==> config.mk <==
export PLATFORM = sky130hd
export DESIGN_NAME = seg7_scan_display
export DESIGN_NICKNAME = d
export VERILOG_FILES = /design/src/rtl/seg7_pkg.sv /design/src/rtl/seg7_hex_decode.sv /design/src/rtl/seg7_scan_display.sv
export SDC_FILE = /design/constraint.sdc
export NUM_CORES = 1
export LEC_CHECK = 0
export ABC_AREA = 1
export BUFFER_PORTS_ARGS = -buffer_cell sky130_fd_sc_hd__buf_2
export CORE_ASPECT_RATIO = 0.7
export CORE_MARGIN = 2
export CORE_UTILIZATION = 62
export CTS_BUF_LIST = sky130_fd_sc_hd__clkbuf_16
export CTS_CLUSTER_SIZE = 8
export DETAILED_ROUTE_END_ITERATION = 6
export PLACE_DENSITY = 0.9
export SYNTH_ARGS = -nofsm -noshare
export SYNTH_HDL_FRONTEND = slang
export SYNTH_SLANG_ARGS = --single-unit
==> constraint.sdc <==
create_clock -name clk -period 2.9 [get_ports clk]
set_input_delay 0.58 -clock clk [delete_from_list [all_inputs] [get_ports clk]]
set_output_delay 0.58 -clock clk [all_outputs]
set_load 0.02 [all_outputs]
==> src/rtl/seg7_pkg.sv <==
// Shared constants and the hex-to-segment table for the multiplexed
// 7-segment display driver.
package seg7_pkg;

    localparam int SLOT_PHASES = 8;
    localparam int NUM_DIGITS  = 4;

    localparam logic [3:0] DIG_OFF = 4'b1111;
    localparam logic [7:0] SEG_OFF = 8'hFF;

    // Segment order g,f,e,d,c,b,a; a 0 lights the segment (common anode).
    function automatic logic [6:0] hex7(input logic [3:0] nib);
        logic [6:0] pat;
        pat = 7'h7F;
        case (nib)
            4'h0: pat = 7'h40;
            4'h1: pat = 7'h79;
            4'h2: pat = 7'h24;
            4'h3: pat = 7'h30;
            4'h4: pat = 7'h19;
            4'h5: pat = 7'h12;
            4'h6: pat = 7'h02;
            4'h7: pat = 7'h78;
            4'h8: pat = 7'h00;
            4'h9: pat = 7'h10;
            4'hA: pat = 7'h08;
            4'hB: pat = 7'h03;
            4'hC: pat = 7'h46;
            4'hD: pat = 7'h21;
            4'hE: pat = 7'h06;
            4'hF: pat = 7'h0E;
            default: pat = 7'h7F;
        endcase
        return pat;
    endfunction

endpackage

==> src/rtl/seg7_hex_decode.sv <==
// Combinational nibble to active-low 7-segment pattern decoder.
module seg7_hex_decode
    import seg7_pkg::*;
(
    input  logic [3:0] i_nibble,
    output logic [6:0] o_seg
);

    assign o_seg = hex7(i_nibble);

endmodule

==> src/rtl/seg7_scan_display.sv <==
// 4-digit multiplexed 7-segment driver: per-frame shadow latch, slot/phase
// scanning, brightness PWM, dead-time blanking and leading-zero blanking.
module seg7_scan_display
    import seg7_pkg::*;
#(
    parameter int PHASE_LEN = 781,
    parameter int DEAD_CYC  = 25
) (
    input  logic        clk,
    input  logic        rst,
    input  logic [15:0] display_num,
    input  logic [3:0]  dp_in,
    input  logic        lzb,
    input  logic [2:0]  bright,
    output logic [3:0]  dig_sel,
    output logic [7:0]  seg
);

    localparam int SUB_W = $clog2(PHASE_LEN);
    localparam int PH_W  = $clog2(SLOT_PHASES);
    localparam int IDX_W = $clog2(NUM_DIGITS);

    localparam logic [SUB_W-1:0] SUB_MAX = SUB_W'(PHASE_LEN - 1);
    localparam logic [SUB_W-1:0] DEAD_V  = SUB_W'(DEAD_CYC);
    localparam logic [PH_W-1:0]  PH_MAX  = PH_W'(SLOT_PHASES - 1);
    localparam logic [IDX_W-1:0] IDX_MAX = IDX_W'(NUM_DIGITS - 1);

    logic [SUB_W-1:0]      r_sub;
    logic [PH_W-1:0]       r_ph;
    logic [IDX_W-1:0]      r_idx;
    logic [15:0]           r_num_s;
    logic [3:0]            r_dp_s;
    logic                  r_lzb_s;
    logic [2:0]            r_bright_s;
    logic [3:0]            r_dig_sel;
    logic [7:0]            r_seg;

    logic [3:0]            w_nib [NUM_DIGITS];
    logic [NUM_DIGITS-1:0] w_blank;
    logic [3:0]            w_sel_nib;
    logic [6:0]            w_hex;
    logic                  w_lit;
    logic                  w_sub_wrap;
    logic                  w_ph_wrap;
    logic                  w_frame_end;
    logic [3:0]            w_dig_on;

    // Digit i is a leading zero when it and every higher digit are zero.
    for (genvar gi = 0; gi < NUM_DIGITS; gi++) begin : g_digit
        assign w_nib[gi] = r_num_s[gi*4 +: 4];
        if (gi == 0) begin : g_units
            assign w_blank[gi] = 1'b0;
        end else begin : g_upper
            assign w_blank[gi] = r_lzb_s && (r_num_s[4*NUM_DIGITS-1:4*gi] == '0);
        end
    end

    assign w_sel_nib   = w_nib[r_idx];
    assign w_sub_wrap  = (r_sub == SUB_MAX);
    assign w_ph_wrap   = w_sub_wrap && (r_ph == PH_MAX);
    assign w_frame_end = w_ph_wrap && (r_idx == IDX_MAX);
    assign w_dig_on    = ~(4'b0001 << r_idx);

    assign w_lit = (r_ph <= r_bright_s)
                && !((r_ph == '0) && (r_sub < DEAD_V))
                && !w_blank[r_idx];

    seg7_hex_decode u_hex (
        .i_nibble (w_sel_nib),
        .o_seg    (w_hex)
    );

    always_ff @(posedge clk) begin
        if (rst) begin
            r_sub      <= '0;
            r_ph       <= '0;
            r_idx      <= '0;
            r_num_s    <= '0;
            r_dp_s     <= '0;
            r_lzb_s    <= 1'b0;
            r_bright_s <= 3'd7;
            r_dig_sel  <= DIG_OFF;
            r_seg      <= SEG_OFF;
        end else begin
            r_sub <= w_sub_wrap ? '0 : r_sub + SUB_W'(1);
            if (w_sub_wrap) begin
                r_ph <= w_ph_wrap ? '0 : r_ph + PH_W'(1);
            end
            if (w_ph_wrap) begin
                r_idx <= r_idx + IDX_W'(1);
            end
            // Inputs are sampled only at the frame boundary so a frame never tears.
            if (w_frame_end) begin
                r_num_s    <= display_num;
                r_dp_s     <= dp_in;
                r_lzb_s    <= lzb;
                r_bright_s <= bright;
            end
            r_dig_sel <= w_lit ? w_dig_on : DIG_OFF;
            r_seg     <= w_lit ? {~r_dp_s[r_idx], w_hex} : SEG_OFF;
        end
    end

    assign dig_sel = r_dig_sel;
    assign seg     = r_seg;

endmodule

==> results of run 1 <==
-- synthesized netlist by cell type (2+ instances only) --
cell,count,area share [%]
xor2_1,2,0.60
o21ai_1,3,0.52
nand3_1,31,5.3
inv_2,4,0.52
nor3_1,4,0.69
nor2_4,2,0.77
a21oi_1,9,1.5
nor2_1,39,5.0
buf_6,9,3.5
nor2_2,24,5.2
nand2_1,142,18
buf_2,3,0.52
o22ai_1,2,0.43
o21ai_0,4,0.69
inv_1,43,5.6
ha_1,19,8.2
clkinv_1,2,0.26
nand4_1,5,1.1
dfxtp_1,51,35
o211ai_1,2,0.52
nand2_2,6,1.3
nand3_4,2,1.2
-- metrics by stage --
| stage | util [%] | total power, mW |
|---|---|---|
| finish | 71.75 | 1.300 |
| global route | 71.75 | 1.343 |
| CTS | 71.75 | 1.304 |
| detailed placement | 68.73 | 0.7671 |
| global placement | 68.73 | 0.7657 |
| floorplan | - | 0.7450 |
-- metal layers --
layer / vias up / part of all wire (%) / global-route usage (%)
met5: - / 0 / 0
met1: 1171 / 49 / 34.28
met2: 108 / 43 / 39.29
met3: 6 / 7.2 / 6.032
li1: 1343 / - / -
met4: 0 / 0.63 / 5.669
-- how the worst min path moves through the flow --
stage                       start            end  slack (ns)
finish              r_bright_s[2]  r_bright_s[2]        0.47
global placement    r_bright_s[2]  r_bright_s[2]        0.45
CTS                 r_bright_s[2]  r_bright_s[2]        0.47
detailed placement  r_bright_s[2]  r_bright_s[2]        0.45
global route        r_bright_s[1]  r_bright_s[1]        0.50
floorplan           r_bright_s[1]  r_bright_s[1]        0.43
-- power breakdown --
part	internal [mW]	switching [mW]	leakage, nW
Sequential	0.704	0.00375	0.412
Combinational	0.0191	0.0254	1.14
Clock	0.310	0.237	0.0671
-- area by class of cell --
cell class                      instances  area (um2)
Clock buffer                            5       125.1
Clock inverter                          2       8.758
Sequential cell                        51        1021
Multi-Input combinational cell        303        1578
Inverter                               49       183.9
Tap cell                               55       68.82
Timing Repair Buffer                   38       192.7
Fill cell                             377        1251
-- registers in the layout (all words and copies together), names as in the netlist --
signal / count
r_bright_s: 3
r_dp_s: 4
r_idx: 2
r_ph: 3
r_lzb_s: 1
r_sub: 10
seg: 8
dig_sel: 4
r_num_s: 16
-- worst max-delay path: stages, from the launching register on --
cell and delay, ns:
dfxtp_1 0.77, inv_2 0.23, nand2_1 0.14, nand3_1 0.10, nand2_1 0.19, ha_1 0.24
inv_1 0.07, nand2_1 0.08, nand2_1 0.05, nand2_1 0.05, nand2_1 0.04
-- logic make-up after synthesis --
family | synth area share (%)
AND/OR/NAND/NOR | 41.80
buffers and inverters | 10.59
flip-flops | 35.13
AO/OA/AOI/OAI | 3.702
adder cells (fa/ha/maj) | 8.179
XOR/XNOR | 0.6028
==> impl_results.md, run 1 <==
- Setup-failing EPs final: 0
- Unrepaired setup endpoints after global routing: false
- Longest Clk Path Bufs: 2
- Clk Latency, worst-skew pair: 0.28 ns
- Vias per cell: 5.225
- Post-Syn Area: 2907 um2
- VDD IR-drop max: 0.2846 mV
- Hold Path Stages: 2
- Maxcap violations: 0
- Post-synth ARST share: 0%
- Cell Count, Final, Fillers Out: 503
- Max Transition Viols Final: 0
- GR Overflow Total: 0
- Violated checks: design-rule violations
- IO Pins: 38
- Worst setup EP type: flip-flop
- Setup crit start kind: flip-flop
- CTS hold repair buffers: 0
- DRT antenna net count: 0
- FF-to-FF setup slack: 0.81 ns
- Post-place instance area: 3044 um2
- Max Fclk: 0.4774 GHz
- Num rows: 20
- Cell Pwr Density: 409.0 nW/um2
- Area growth syn-to-layout: 9.341%
- Slew margin rel.: 40.72%
- Design area: 3178 um2
- Clock sink count: 51
- Final Skew: 0.005557 ns
- Yosys synthesis warning count: 0
- Fin. Hold Viols: 0
- Die area: 5260 um2
- H-tree depth: 2
- Worst path required time: 3.06 ns
- Post-cts resize count: 0
- Final WL: 6022 um
- CP Launch Point: r_idx[0]
- Clock period minus worst slack: 2.095 ns
- CORE AREA: 4429 um2
- Seq cells post-synth: 51
- Die width: 85.84 um
- Post-CTS Setup Bufs: 0
- DP HPWL: 4434 um
- Net Count, Synth: 461
- Placed insts: 496
- Clk slew on worst S/H paths: 0.07 ns
- CTS tree: yes
- Reg2reg start: r_idx[0]
- Die Ht: 61.29 um
- Final worst-path cycle share: 72.23%
- Crit path to: seg[2]
- Post-Synthesis Cells: 416
- Root buffer cell: clkbuf_16
- Pin count of the biggest net entering global routing: 25
- Number of synthesized flops with an enable pin: 0
- Lkg Pwr: 1.614 nW
- RR Endpoint: seg[2]
- Sequential fraction of the synthesis area: 35.13%
- DP Worst Slack: 0.8862 ns
- Main flop type after synthesis: dfxtp_1
- Hold Path Class: reg2reg
- Slew at the pin with the worst max-slew slack: 0.8833 ns
- DR iter-0 viols: 192
- Initial antenna violation count: 0
- Setup ws final: 0.8055 ns
- Crit path max fanout: 22
- Vias in the first global route: 2,257
- Layout cells sized above 1: 19.42%
- R2R cell count: 10
- WL per Instance: 11.97 um
- Inserted Diodes: 0
- Status: complete, but fails checks
- Commonest non-fill, non-tap cell in the layout: nand2_1
- Crit Path Class: reg2reg
- IO buf count: 37
- Nets@finish: 493
- Global-route wire length before repair: 10,080 um
- Tot GR Track Use: 24.56%
- Residual DRC: 5
- Mapped Avg Cell Area: 6.987 um2
- Routability cong.: 0.9299
- Most frequent cells in the layout: nand2_1, dfxtp_1, inv_1
- Total negative slack: 0 ns
- CTS Buf Count: 5
- Starting Density: 65.62%
- Vias after detailed routing: 2,628
- WHS: 0.4652 ns
- Worst Path Arrival: 2.25 ns
- Yosys cell types: 30
- Initial DRT Pass Iterations: 7
Note: power is estimated with default switching activity, not from simulation.
==> run 2, diff against run 1 <==
- ABC_AREA: 1 -> 0
- CORE_UTILIZATION: 62 -> 56
- PLACE_DENSITY: 0.9 -> 0.84
- clock period: 2.9 -> 1.95 ns (I/O delays scaled with it)
==> impl_results.md, run 2 <==
- Status: finished, final reports clean
- Register area: 1022 um2 (+0.12%)
- Initial DRT Pass Iterations: 4 (-3)
- Design internal power: 1.541 mW (+49%)
- Starting Density: 59.45% (-6.2 points)
- Max Fclk: 0.5511 GHz (+15%)
- Initial antenna violation count: 0 (unchanged)
- Clock share of power: 43.1% (+1.0 points)
- Synth cell count leaders: nand2_1, dfxtp_1, a21oi_1
- Slew at the pin with the worst max-slew slack: 0.3809 ns (-0.5024 ns)
- CTS tree: yes
- Worst Path Arrival: 2.03 ns (-0.22 ns)
- WP buf/inv: 1 (-1)
- Worst setup EP type: flip-flop
- Die width: 82.06 um (-4.4%)
- Number of synthesized flops with an enable pin: 0 (unchanged)
- Main flop type after synthesis: dfxtp_1
- GRT busiest layer: met2
- Commonest non-fill, non-tap cell in the layout: nand2_1
- Tot GR Track Use: 20.95% (-3.6 points)
- Vias per cell: 5.314 (+1.7%)
- Post-synth ARST share: 0% (unchanged)
- VDD IR-drop max: 0.5762 mV (+100%)
- Reg2reg start: r_sub[6]
- Unrepaired setup endpoints after global routing: false
- Residual DRC: 0 (-5)
- Die Ht: 58.64 um (-4.3%)
- Most area-hungry cell type in the Yosys netlist: dfxtp_1
- Inserted Diodes: 0 (unchanged)
- Hold Path Class: in2reg
- Slowest-stage cell, CP: or3_4
- Area growth syn-to-layout: 15.19%
- Final core utilization: 68.48% (-3.3 points)
- Biggest register: r_num_s
- Total negative slack: 0 ns (unchanged)
- Global-route wire length before repair: 7521 um (-25%)
- Maxcap violations: 0 (unchanged)
- Mapped Avg Cell Area: 8.846 um2 (+27%)
- Routability cong.: 0.8749 (-5.9%)
- GR Util met3: 4.755% (-1.3 points)
- Sequential fraction of the synthesis area: 42.74% (+7.6 points)
- Max Transition Viols Final: 0 (unchanged)
- Crit path max-delay family: simple AND/OR/NAND/NOR gates
- Vias in the first global route: 1,634 (-28%)
- IO Pins: 38 (unchanged)
- Post-Synthesis Cells: 270 (-35%)
- Switching power: 0.4092 mW (+54%)
- Root buffer cell: clkbuf_16
- Max reg flops: 16 (unchanged)
- Longest Clk Path Bufs: 2 (unchanged)
- Slew margin rel.: 74.57% (+34 points)
- Vias after detailed routing: 1,913 (-27%)
- Final worst-path cycle share: 93.06% (+21 points)
- Gate power share: 3.0% (-0.4 points)
- GR Overflow Total: 0 (unchanged)
- Fill cells: 328 (-13%)
- Cell breakdown of the critical path: or3_4, nor3_4, and3_1, buf_4, nand2_1, a21oi_1
- Clk Latency, worst-skew pair: 0.29 ns (about the same)
- Clock sink count: 51 (unchanged)
- Sequential share of power: 53.9% (-0.5 points)
- CP peak stage delay: 0.43 ns (-0.34 ns)
- Num rows: 19 (-5.0%)
- Tot Pwr: 1.951 mW (+50%)
- Met1 usage in global routing: 30.30% (-4.0 points)
- DR iter-0 viols: 95 (-51%)
- Share of the synthesized area in the top cell type: 42.74% (+7.6 points)
- Crit Path Class: reg2reg
- IO buf count: 37 (unchanged)
- Die area: 4812 um2 (-8.5%)
- Clk slew on worst S/H paths: 0.07 ns (about the same)
- Lkg Pwr: 1.034 nW (-36%)
- CORE AREA: 4018 um2 (-9.3%)
- Setup crit start kind: flip-flop
- Net Count, Synth: 315 (-32%)
- Clock period minus worst slack: 1.815 ns (-0.2798 ns)
- Final WL: 4764 um (-21%)
- Most frequent cells in the layout: nand2_1, dfxtp_1, buf_2
- Yosys synthesis warning count: 0 (unchanged)
- GR Util met2: 31.01% (-8.3 points)
- Seq cells post-synth: 51 (unchanged)
- Crit path max fanout: 12 (-45%)
- Cell Pwr Density: 708.9 nW/um2 (+73%)
- Yosys cell types: 38 (+27%)
- CTS Buf Count: 5 (unchanged)
- Worst path required time: 2.17 ns (-0.89 ns)
- Fin. Hold Viols: 0 (unchanged)
- Multi-input gate area: 1241 um2 (-21%)
- Setup-failing EPs final: 0 (unchanged)
- WL per Instance: 13.23 um (+11%)
- Most common cell in the netlist: nand2_1
- Post-Syn Area: 2389 um2 (-18%)
- Final Skew: 0.004247 ns (-0.001310 ns)
- DRT antenna net count: 0 (unchanged)
- Switch share: 20.98% (+0.48 points)
- H-tree depth: 2 (unchanged)
- Post-CTS Setup Bufs: 0 (unchanged)
- Worst hold path startpoint: bright[1]
- Top cells by area, synth: dfxtp_1, nand2_1, ha_1
- CP Launch Point: r_sub[6]
- Pin count of the biggest net entering global routing: 23 (-8.0%)
- Layout cells sized above 1: 20.78% (+1.4 points)
- DP HPWL: 3436 um (-23%)
- Nets@finish: 352 (-29%)
-- run 2: cell types whose count changed in the layout (fill, tap and decap cells not counted), sizes merged, moves of 3 or more --
| cell | before | now |
|---|---|---|
| a21oi | 9 | 26 |
| buf | 38 | 44 |
| inv | 47 | 12 |
| mux4 | 0 | 5 |
| nand2 | 149 | 64 |
| nand2b | 0 | 4 |
| nand3 | 34 | 8 |
| nand4 | 6 | 2 |
| nor2 | 66 | 19 |
| nor2b | 0 | 3 |
| nor4 | 0 | 4 |
| xnor2 | 0 | 4 |
-- run 2: cells by family (layout without fill, tap and decap cells) --
| family | Yosys count | in the layout | share of synthesized area, % |
|---|---|---|---|
| adder cells (fa/ha/maj) | 19 | 19 | 9.953 |
| multiplexers | 8 | 8 | 6.077 |
| flip-flops | 51 | 51 | 42.74 |
| buffers and inverters | 26 | 64 | 5.814 |
| AND/OR/NAND/NOR | 116 | 116 | 22.26 |
| AO/OA/AOI/OAI | 42 | 42 | 10.21 |
| XOR/XNOR | 8 | 8 | 2.933 |
-- run 2: metal layers --
layer / routed length [um] / vias up
li1: - / 977
met1: 2413 / 868
met2: 2000 / 63
met3: 292 / 5
met4: 57 / 0
met5: 0 / -
-- run 2: metrics by stage --
| stage | instances | hold WS (ns) | instance area [um2] | worst slack [ns] |
|---|---|---|---|---|
| after global placement | 352 | 0.4379 | 2597 | 0.1223 |
| after CTS | 360 | 0.3021 | 2738 | 0.04233 |
| after floorplan | 270 | 0.4286 | 2389 | 0.09812 |
| final | 360 | 0.3047 | 2751 | 0.1353 |
| after global routing | 360 | 0.3104 | 2751 | 0.01050 |
| after detailed placement | 352 | 0.4545 | 2597 | 0.05558 |
-- run 2: power by group through the flow --
stage	combinational, mW	clock [mW]	sequential (mW)
floorplan	0.0261	0	1.07
global placement	0.0563	0	1.08
detailed placement	0.0570	0	1.08
CTS	0.0575	0.847	1.05
global route	0.0650	0.882	1.05
finish	0.0583	0.840	1.05
-- run 2: area by class of cell --
type / count / share of cell area, %
Clock buffer: 5 / 4.548
Clock inverter: 3 / 0.5457
Inverter: 12 / 1.637
Multi-Input combinational cell: 193 / 45.11
Sequential cell: 51 / 37.15
Tap cell: 52 / 2.365
Timing Repair Buffer: 44 / 8.640
-- run 2: final timing paths --
path | to | slack, ns | depth (start not counted)
max reg2reg | r_dp_s[1] | 0.14 | 6
min | r_bright_s[1] | 0.30 | 2
min reg2reg | r_num_s[1] | 0.47 | 2
max | r_dp_s[1] | 0.14 | 6
-- run 2: worst register-to-register path, stage by stage, from the launching register on --
cell	delay, ns
dfxtp_1	0.34
or3_4	0.43
nor3_4	0.21
and3_1	0.30
buf_4	0.22
nand2_1	0.09
a21oi_1	0.16
-- run 2: what timing repair did --
item	in CTS	in global routing
setup endpoints to repair	0	7
hold buffers	0	0
gates resized for setup	0	3
==> run 3, diff against run 2 <==
- ABC_AREA: 0 -> 1
- CORE_UTILIZATION: 56 -> 57
- SYNTH_HIERARCHICAL: unset -> 1
==> impl_results.md, run 3 <==
- Number of synthesized flops with an enable pin: 0 (unchanged)
- CP peak stage delay: 0.32 ns (-0.11 ns)
- Most common cell in the netlist: nand2_1
- IO Pins: 38 (unchanged)
- DP HPWL: 4286 um (+25%)
- Met3 wire length: 484 um (+66%)
- Worst path required time: 2.10 ns (-0.07 ns)
- Gate power share: 3.2% (+0.2 points)
- Yosys synthesis warning count: 6 (+6)
- Longest Clk Path Bufs: 2 (unchanged)
- Vias after detailed routing: 2,536 (+33%)
- Slew margin rel.: 70.21% (-4.4 points)
- Reg2reg start: r_idx[0]
- Vias per cell: 5.082 (-4.4%)
- Die area: 5391 um2 (+12%)
- Nets@finish: 487 (+38%)
- DR iter-0 viols: 201 (+110%)
- Initial antenna violation count: 0 (unchanged)
- Max reg flops: 16 (unchanged)
- Yosys cell types: 28 (-26%)
- Root buffer cell: clkbuf_16
- Post-synth ARST share: 0% (unchanged)
- Switching power: 0.4056 mW (-0.87%)
- Slew at the pin with the worst max-slew slack: 0.4464 ns (+0.06552 ns)
- Design internal power: 1.544 mW (+0.15%)
- Clock sink count: 51 (unchanged)
- Share of the synthesized area in the top cell type: 37.23% (-5.5 points)
- WL per Instance: 11.51 um (-13%)
- Net Count, Synth: 445 (+41%)
- GR Overflow Total: 0 (unchanged)
- DRT antenna net count: 0 (unchanged)
- Final worst-path cycle share: 91.10% (-2.0 points)
- Commonest non-fill, non-tap cell in the layout: nand2_1
- Cell breakdown of the critical path: buf_4, o21ai_0, o21ai_2, buf_4, ha_1, nand2_1, o21ai_1, nand2_1, nand2_1, nand3b_1
- Most area-hungry cell type in the Yosys netlist: dfxtp_1
- Clock share of power: 42.8% (-0.3 points)
- H-tree depth: 2 (unchanged)
- Main flop type after synthesis: dfxtp_1
- Cell Pwr Density: 621.4 nW/um2 (-12%)
- Clk slew on worst S/H paths: 0.06 ns (about the same)
- Worst setup EP type: flip-flop
- Max Transition Viols Final: 0 (unchanged)
- Post-Synthesis Cells: 399 (+48%)
- Met1 Wirelength: 2876 um (+19%)
- CTS Buf Count: 5 (unchanged)
- Worst Path Arrival: 1.93 ns (-0.10 ns)
- Global-route wire length before repair: 9597 um (+28%)
- Clock period minus worst slack: 1.777 ns (-0.03816 ns)
- Setup crit start kind: flip-flop
- WHS: 0.3145 ns (+0.009763 ns)
- Worst hold path startpoint: rst
- CP Launch Point: r_idx[0]
- Crit path max fanout: 11 (-1)
- Die Ht: 62.04 um (+5.8%)
- CTS tree: yes
- Num rows: 21 (+2)
- Residual DRC: 0 (unchanged)
- Slowest-stage cell, CP: dfxtp_1
- Fin. Hold Viols: 0 (unchanged)
- Pin count of the biggest net entering global routing: 26 (+13%)
- Maxcap violations: 0 (unchanged)
- Synth cell count leaders: nand2_1, nor2_1, dfxtp_1
- Mapped Avg Cell Area: 6.874 um2 (-22%)
- Tot GR Track Use: 23.03% (+2.1 points)
- Switch share: 20.81% (-0.17 points)
- Unrepaired setup endpoints after global routing: false
- CTS hold repair buffers: 0 (unchanged)
- Vias in the first global route: 2,158 (+32%)
- Seq cells post-synth: 51 (unchanged)
- Status: finished, final reports clean
- Hold Path Class: in2reg
- Final WL: 5744 um (+21%)
- Max Used Layer: met4
- Total negative slack: 0 ns (unchanged)
- Initial DRT Pass Iterations: 5 (+1)
- Top cells by area, synth: dfxtp_1, nand2_1, ha_1
- Starting Density: 58.31% (-1.1 points)
- VDD IR-drop max: 0.3522 mV (-39%)
- CORE AREA: 4703 um2 (+17%)
- Area growth syn-to-layout: 14.37%
- Biggest register: r_num_s
- Met2 Routed Length: 2301 um (+15%)
- Final Skew: 0.004429 ns (+0.0001815 ns)
- Sequential share of power: 54.0% (about the same)
- Most used cell, CP: nand2_1
- Crit Path Class: reg2reg
- Layout cells sized above 1: 16.74% (-4.0 points)
- Clk Latency, worst-skew pair: 0.29 ns (about the same)
- Routability cong.: 0.8676 (-0.83%)
- Lkg Pwr: 1.596 nW (+54%)
- Most frequent cells in the layout: nand2_1, nor2_1, dfxtp_1
- Max Fclk: 0.5629 GHz (+2.1%)
- IO buf count: 37 (unchanged)
- Post-Syn Area: 2743 um2 (+15%)
- Setup-failing EPs final: 0 (unchanged)
- Sequential fraction of the synthesis area: 37.23% (-5.5 points)
- Die width: 86.91 um (+5.9%)
- Inserted Diodes: 0 (unchanged)
run 3: power by group through the flow:
stage / clock [mW] / combinational [mW] / sequential [mW]
6_report: 0.834 / 0.0633 / 1.05
5_1_grt: 0.893 / 0.0726 / 1.05
4_1_cts: 0.844 / 0.0636 / 1.05
3_5_place_dp: 0 / 0.0633 / 1.08
3_3_place_gp: 0 / 0.0619 / 1.08
2_1_floorplan: 0 / 0.0330 / 1.07
run 3: final timing paths:
check / end / slack, ns / cells past startpoint
worst max-delay path: seg[5] / 0.17 / 10
worst min-delay path: r_ph[0] / 0.31 / 2
worst max register to register: seg[5] / 0.17 / 10
worst min register to register: r_bright_s[0] / 0.48 / 2
run 3: final cells by class:
| type | count | area (um2) |
|---|---|---|
| fill | 393 | 1567 |
| sequential | 51 | 1021 |
| timing repair buffer | 48 | 267.8 |
| clock inverter | 3 | 16.27 |
| clock buffer | 5 | 125.1 |
| inverter | 55 | 206.4 |
| multi-input combinational | 280 | 1429 |
| tap | 57 | 71.32 |
run 3: critical path, delay by kind of cell (launching register included):
family,cells,cell delay (ns)
compound gates,3,0.43
simple gates,4,0.37
buf+inv,2,0.33
flops,1,0.32
fa+ha+maj,1,0.19
run 3: repair_timing:
| action | 4_1_cts | 5_1_grt |
|---|---|---|
| setup endpoints to repair | 0 | 5 |
| gates resized for setup | 0 | 2 |
| setup buffers | 0 | 3 |
run 3: per-layer routing:
layer	global-route usage, %	up-vias
li1	-	1323
met1	33.50	1113
met2	34.02	91
met3	4.491	9
met4	8.705	0
met5	0	-
run 3: through the flow:
stage | cells | power (mW) | area (um2) | setup slack, ns | util (%)
4_1_cts | 496 | 1.960 | 3114 | 0.04930 | 66.21
2_1_floorplan | 399 | 1.107 | 2750 | 0.009139 | -
5_1_grt | 499 | 2.018 | 3137 | 0.002259 | 66.69
3_3_place_gp | 488 | 1.137 | 2973 | 0.1363 | 63.21
3_5_place_dp | 488 | 1.139 | 2973 | 0.05824 | 63.21
6_report | 499 | 1.949 | 3137 | 0.1735 | 66.69
run 3: kinds of logic after synthesis:
group / count (synthesis) / share of synthesized area [%]
adder cells (fa/ha/maj): 20 / 9.124
AO/OA/AOI/OAI: 35 / 6.706
XOR/XNOR: 2 / 0.6388
buffers and inverters: 68 / 10.95
flip-flops: 51 / 37.23
AND/OR/NAND/NOR: 223 / 35.36
